## src/rtl/jtopl_slot.sv

```systemverilog
`default_nettype none
// ============================================================================
// Module   : jtopl_slot
// Purpose  : OPL2 operator-slot sequencer: cen divider and one-hot slot walk.
// Revision : 1.0
// ============================================================================
module jtopl_slot #(
    parameter int DIV = 4
) (
    input  logic        clk,
    input  logic        rst,
    input  logic        cen,
    output logic        cenop,
    output logic [17:0] slot,
    output logic [1:0]  group,
    output logic [2:0]  subslot,
    output logic        op,
    output logic        zero
);

    localparam logic [2:0] DIV_LAST = 3'(DIV - 1);

    logic [2:0]  div;
    logic        slot_valid;
    logic [17:0] slot_nx;
    logic [2:0]  sub_nx;
    logic [1:0]  grp_nx;

    always_comb begin
        cenop = cen & ~rst & (div == DIV_LAST);
    end

    always_comb begin
        slot_valid = $onehot(slot);
        slot_nx    = {slot[16:0], slot[17]};
        sub_nx     = (subslot >= 3'd5) ? 3'd0 : subslot + 3'd1;
        grp_nx     = group;
        if (subslot >= 3'd5) begin
            grp_nx = (group >= 2'd2) ? 2'd0 : group + 2'd1;
        end
        // A corrupted slot vector restarts the frame instead of propagating
        if (!slot_valid) begin
            slot_nx = 18'd1;
            sub_nx  = 3'd0;
            grp_nx  = 2'd0;
        end
    end

    always_ff @(posedge clk) begin
        if (rst) begin
            div     <= 3'd0;
            slot    <= 18'd1;
            group   <= 2'd0;
            subslot <= 3'd0;
            op      <= 1'b0;
            zero    <= 1'b1;
        end else begin
            if (cen) begin
                div <= (div == DIV_LAST) ? 3'd0 : div + 3'd1;
            end
            if (cenop) begin
                slot    <= slot_nx;
                group   <= grp_nx;
                subslot <= sub_nx;
                op      <= (sub_nx >= 3'd3);
                zero    <= slot_nx[0];
            end
        end
    end

endmodule
`default_nettype wire

```

## config.mk

```make
export PLATFORM = sky130hd
export DESIGN_NAME = jtopl_slot
export DESIGN_NICKNAME = d
export VERILOG_FILES = /design/src/rtl/jtopl_slot.sv
export SDC_FILE = /design/constraint.sdc
export NUM_CORES = 1
export LEC_CHECK = 0
export BUFFER_PORTS_ARGS = -buffer_cell sky130_fd_sc_hd__buf_2
export CAP_MARGIN = 20
export CORE_ASPECT_RATIO = 1.4
export CORE_MARGIN = 10
export CORE_UTILIZATION = 54
export DETAILED_ROUTE_END_ITERATION = 16
export PLACE_DENSITY = 0.78
export SYNTH_ARGS = -nofsm -noshare
export SYNTH_HDL_FRONTEND = slang
export SYNTH_SLANG_ARGS = --single-unit
```

## constraint.sdc

```tcl
create_clock -name clk -period 6.15 [get_ports clk]
set_input_delay 0.3075 -clock clk [delete_from_list [all_inputs] [get_ports clk]]
set_output_delay 0.3075 -clock clk [all_outputs]
set_load 0.01 [all_outputs]
```

Word level (Yosys, flattened, before mapping)
Cells that the tools add are included.

operators by class
  equality and inequality tests = 3
  bitwise gates (word level) = 3
  muxes and demuxes = 7
  add/subtract/negate cells = 20
  $lt $le $gt $ge = 3
  reductions and logical operators = 1

operators by type and width
  kind                   number
  $add A1 B1 Y2          9
  $mux W18               1
  $add A2 B2 Y3          4
  $mux W3                3
  $add A3 B3 Y4          2
  $add A3 B1 Y3 const B  2
  $mux W2                3
  $add A4 B4 Y5          1
  $add A5 B2 Y5          1
  $eq A5 B1 Y1 const B   1
  $eq A3 B2 Y1 const B   1
  $ge A3 B2 Y1 const B   1
  $ge A3 B3 Y1 const B   1
  $add A2 B1 Y2 const B  1
  $and A1 B1 Y1          2
  $ge A2 B2 Y1 const B   1
  $ne A2 B1 Y1 const B   1
  $reduce_and A2 Y1      1
  $not A1 Y1             1

storage, ports and cells
  bits in registers = 28
  word-level logic and storage cells = 43

Logic depth before layout (Yosys ltp)
  depth after elaboration = 8
  depth in mapped cells = 16
  mapped depth without buffers = 15

Least setup slack after synthesis
Ideal clock, no wire load.

  path type = register -> register
  start = register slot[5]
  end = register slot[0]
  clock period less this slack = 4.563 ns
  stages on the path, launching flop included = 17
  slack = 1.587 ns
  data arrival time = 4.443 ns
  path buffers = 1
  path through = dfxtp_1 -> inv_1 -> fa_1 -> inv_1 -> fa_1 -> fa_1 -> inv_1 -> fa_1 -> fa_1 -> inv_1 -> ha_1 -> fa_1 -> nand4bb_1 -> nor3_4 -> and3_2 -> buf_6 -> a21oi_1

on the way
  word-level cells in the longest chain between the ends = 7

RTL lines
  what                                 line  RTL
  start, declared                      14    output logic [17:0] slot,
  start signal, assigned               62    slot <= slot_nx;
  $add A1 B1 Y2 (not written as such)  34    slot_valid = $onehot(slot);
  $add A2 B2 Y3 (not written as such)  34
  $add A3 B3 Y4 (not written as such)  34
  $add A4 B4 Y5 (not written as such)  34
  $add A5 B2 Y5 (not written as such)  34
  $eq A5 B1 Y1                         34
  $mux W18                             42    if (!slot_valid) begin

Every way passes these cells.
A chain may end at the register's enable or synchronous reset.

Worst setup path after layout
  start = register slot[5]
  end = register op

on the way
  word-level cells in the longest chain between the ends = 8

RTL lines
  what                                 line  RTL
  $add A1 B1 Y2 (not written as such)  34
  $add A2 B2 Y3 (not written as such)  34
  $add A3 B3 Y4 (not written as such)  34
  $add A4 B4 Y5 (not written as such)  34
  $add A5 B2 Y5 (not written as such)  34
  $eq A5 B1 Y1                         34
  $mux W3                              42
  $ge A3 B2 Y1                         65    op <= (sub_nx >= 3'd3);
  end signal, assigned                 65
  end, declared                        17    output logic op,

Every way passes these cells.

==> out/results.ini <==
[synth]
synth_mux_area_share_pct=0
synth_simple_gate_area_share_pct=14.2
synth_xor_area_share_pct=0
syn-num-nets=174
synth_top_area_share_pct=35.2
synth_compound_area_share_pct=16.2
ys_seq_elements=27
postSynthCellCount=148
synthAdderAreaFrac_pct=24.6
synthTopCellsByArea=dfxtp_1, fa_1, ha_1
synth_seq_area_share_pct=35.2
syn_area_um2=1540
synth_top_area_cell=dfxtp_1
syn_area_per_cell_um2=10.4
ys_types=37
synth_top_family_by_area=adder cells
yosysWarnings=0

[global_route]
grt_pass1_vias=1184
antenna_found_initial=0
grt_max_degree=23
globalRoute.totalOverflow=0
track_usage_pct=12.8
grt_pass1_wl_um=5730

[sta]
fin_tns_setup_ns=0
layout_min_cycle_time_ns=4.75
rsz0062_at_grt=false
hold_viol=0
setup_viol=0
max_freq_mhz=210
finalMaxSlewViolations=0
relSlewSlack_pct=45.1
tightest_slew_ns=0.823
finalCritPeriodShare_pct=77.3
finalClockSkew_ns=0.0113
setup_ws_ns=1.40

[power]
peakVddDrop_mv=0.139
power.density_nw_per_um2=158
p_leak_nw=0.805

[cts]
clkTransAtPathRegs_ns=0.14
clk-insertion-delay-late_ns=0.32
cts_buffers=3
clock_sinks=27
cts-htree-levels=1
cts_hold_buf=0
clock-root-buffer=clkbuf_4
cts.path.max_buffers=2
cts-resized-gates=0
post-cts-setup-buffers=0
cts_tree=done

[route]
route.vias.total=1131
drc=0
routedWlPerCell_um=15.2
vias_per_cell=5.39
dr.pass1.iters=4
wl_um=3200
drt-initial-drc-count=30
ant_nets=0

[finish]
area_growth_pct=10.0
seqCellArea_um2=541
n_fill_cell=240
multi_input_area_um2=846
fin_nets=201
final_cell_mix=buf_2, dfxtp_1, inv_1
drive_gt1_share_pct=22.4
diodes=0
mostFrequentLayoutCell=buf_2

[critical_path]
path_buf_inv=4
worst_r2r_path_depth=15
rr_startpoint=slot[5]$_SDFFE_PP0P_
critPathArrivalTime_ns=5.02
crit_path_max_fanout=12
crit_path_end_kind=register
cpMostUsedCell=fa_1
critical_path.slowest_cell=fa_1
r2r_slack_ns=1.40
regToRegEndpoint=op$_SDFFE_PP0P_
required_ns=6.42
crit_chain=inv_1, fa_1, inv_1, fa_1, fa_1, inv_1, fa_1, fa_1, inv_1, ha_1, fa_1, nand4bb_1, nor3_4, and3_2, a32o_1
setup.worst_path.start_class=register
crit_type=reg -> reg
crit_family=adder cells
cp_slowest_stage_delay_ns=0.54

[floorplanning]
initial_core_util_pct=57.6
ios=29
core_um2=2670
die_w_um=65.1
fp-row-count=22
die_area_um2=5410
die_h_um=83.1

[worst_hold_path]
worstHoldPathType=in -> reg
hold_path_end=div[2]$_SDFFE_PP0P_
hp-start=cen
hold_path_depth=2

[place]
dp_slack_ns=1.40
portBuffers=28
gp_routability_congestion=0.811
place_hpwl_um=2620

[status]
status=finished clean

[job]
drv_cap=0

## registers in the layout, indices dropped and copies added (netlist names)
name     flops
div          3
subslot      3
slot        18
group        2
op           1
## worst max-delay path by stage
stage                               start                      end  slack, ns  depth (start not counted)
global route         slot[5]$_SDFFE_PP0P_  subslot[1]$_SDFFE_PP0P_       1.16                         15
CTS                  slot[5]$_SDFFE_PP0P_  subslot[0]$_SDFFE_PP0P_       1.37                         15
finish               slot[5]$_SDFFE_PP0P_          op$_SDFFE_PP0P_       1.40                         15
detailed placement   slot[5]$_SDFFE_PP0P_  subslot[0]$_SDFFE_PP0P_       1.40                         15
global placement    slot[11]$_SDFFE_PP0P_          op$_SDFFE_PP0P_       1.51                         15
floorplan            slot[5]$_SDFFE_PP0P_     slot[0]$_SDFFE_PP1P_       1.59                         16
## layer usage
layer  wire length [µm]  track usage (%)  vias to the layer above
li1                   -                -                      551
met1               1370             15.4                      552
met2               1610             21.1                       26
met3                192             3.49                        2
met4                 24             4.67                        0
met5                  0                0                        -
## Yosys cell counts
master and number:
nor2_1 1, nand4bb_4 1, nand2_1 12, a211oi_1 1, o31ai_2 1, fa_1 12
dfxtp_1 27, nor4b_1 1, o21ai_0 9, nor2_2 1, o31ai_1 2, and2_0 1
nor3_1 3, nor3_4 1, a32oi_1 1, nand3_2 1, buf_4 1, ha_1 11
nand3b_1 1, buf_6 4, o21ai_4 1, nor2b_1 1, a31oi_1 1, a21oi_1 3
nand2b_1 5, nand3_1 2, buf_2 1, nand4_1 1, o31a_1 1, nand4bb_1 1
a22o_1 10, o211ai_1 1, a31o_1 1, a32o_1 1, inv_2 1, and3_2 1
inv_1 24
## kinds of logic (layout without fill, tap and decap cells)
family / count (synthesis) / after routing
compound gates: 33 / 33
fa+ha+maj: 23 / 23
buf+inv: 31 / 57
simple gates: 34 / 34
flops: 27 / 27
## where the power goes
group          internal, mW  switching, mW  total [mW]
clock network        0.0253         0.0488      0.0742
registers             0.177        0.00188       0.179
logic               0.00532        0.00879      0.0141
total                 0.207         0.0595       0.267
## through the flow
step	hold slack [ns]	power (mW)	instance area [µm²]	util [%]	std cells
after CTS	0.261	0.270	1690	63.4	210
after global placement	0.453	0.196	1670	62.4	206
after detailed placement	0.458	0.197	1670	62.4	206
after global routing	0.272	0.280	1690	63.4	210
after floorplan	0.400	0.194	1540	-	148
final	0.261	0.267	1690	63.4	210
## area by class of cell
class | count | area share, %
tap | 36 | 2.66
clock buffer | 4 | 1.55
multi-input combinational | 90 | 50.0
timing repair buffer | 28 | 8.28
sequential | 27 | 32.0
inverter | 25 | 5.55
Power figures use the tool's default switching activity.
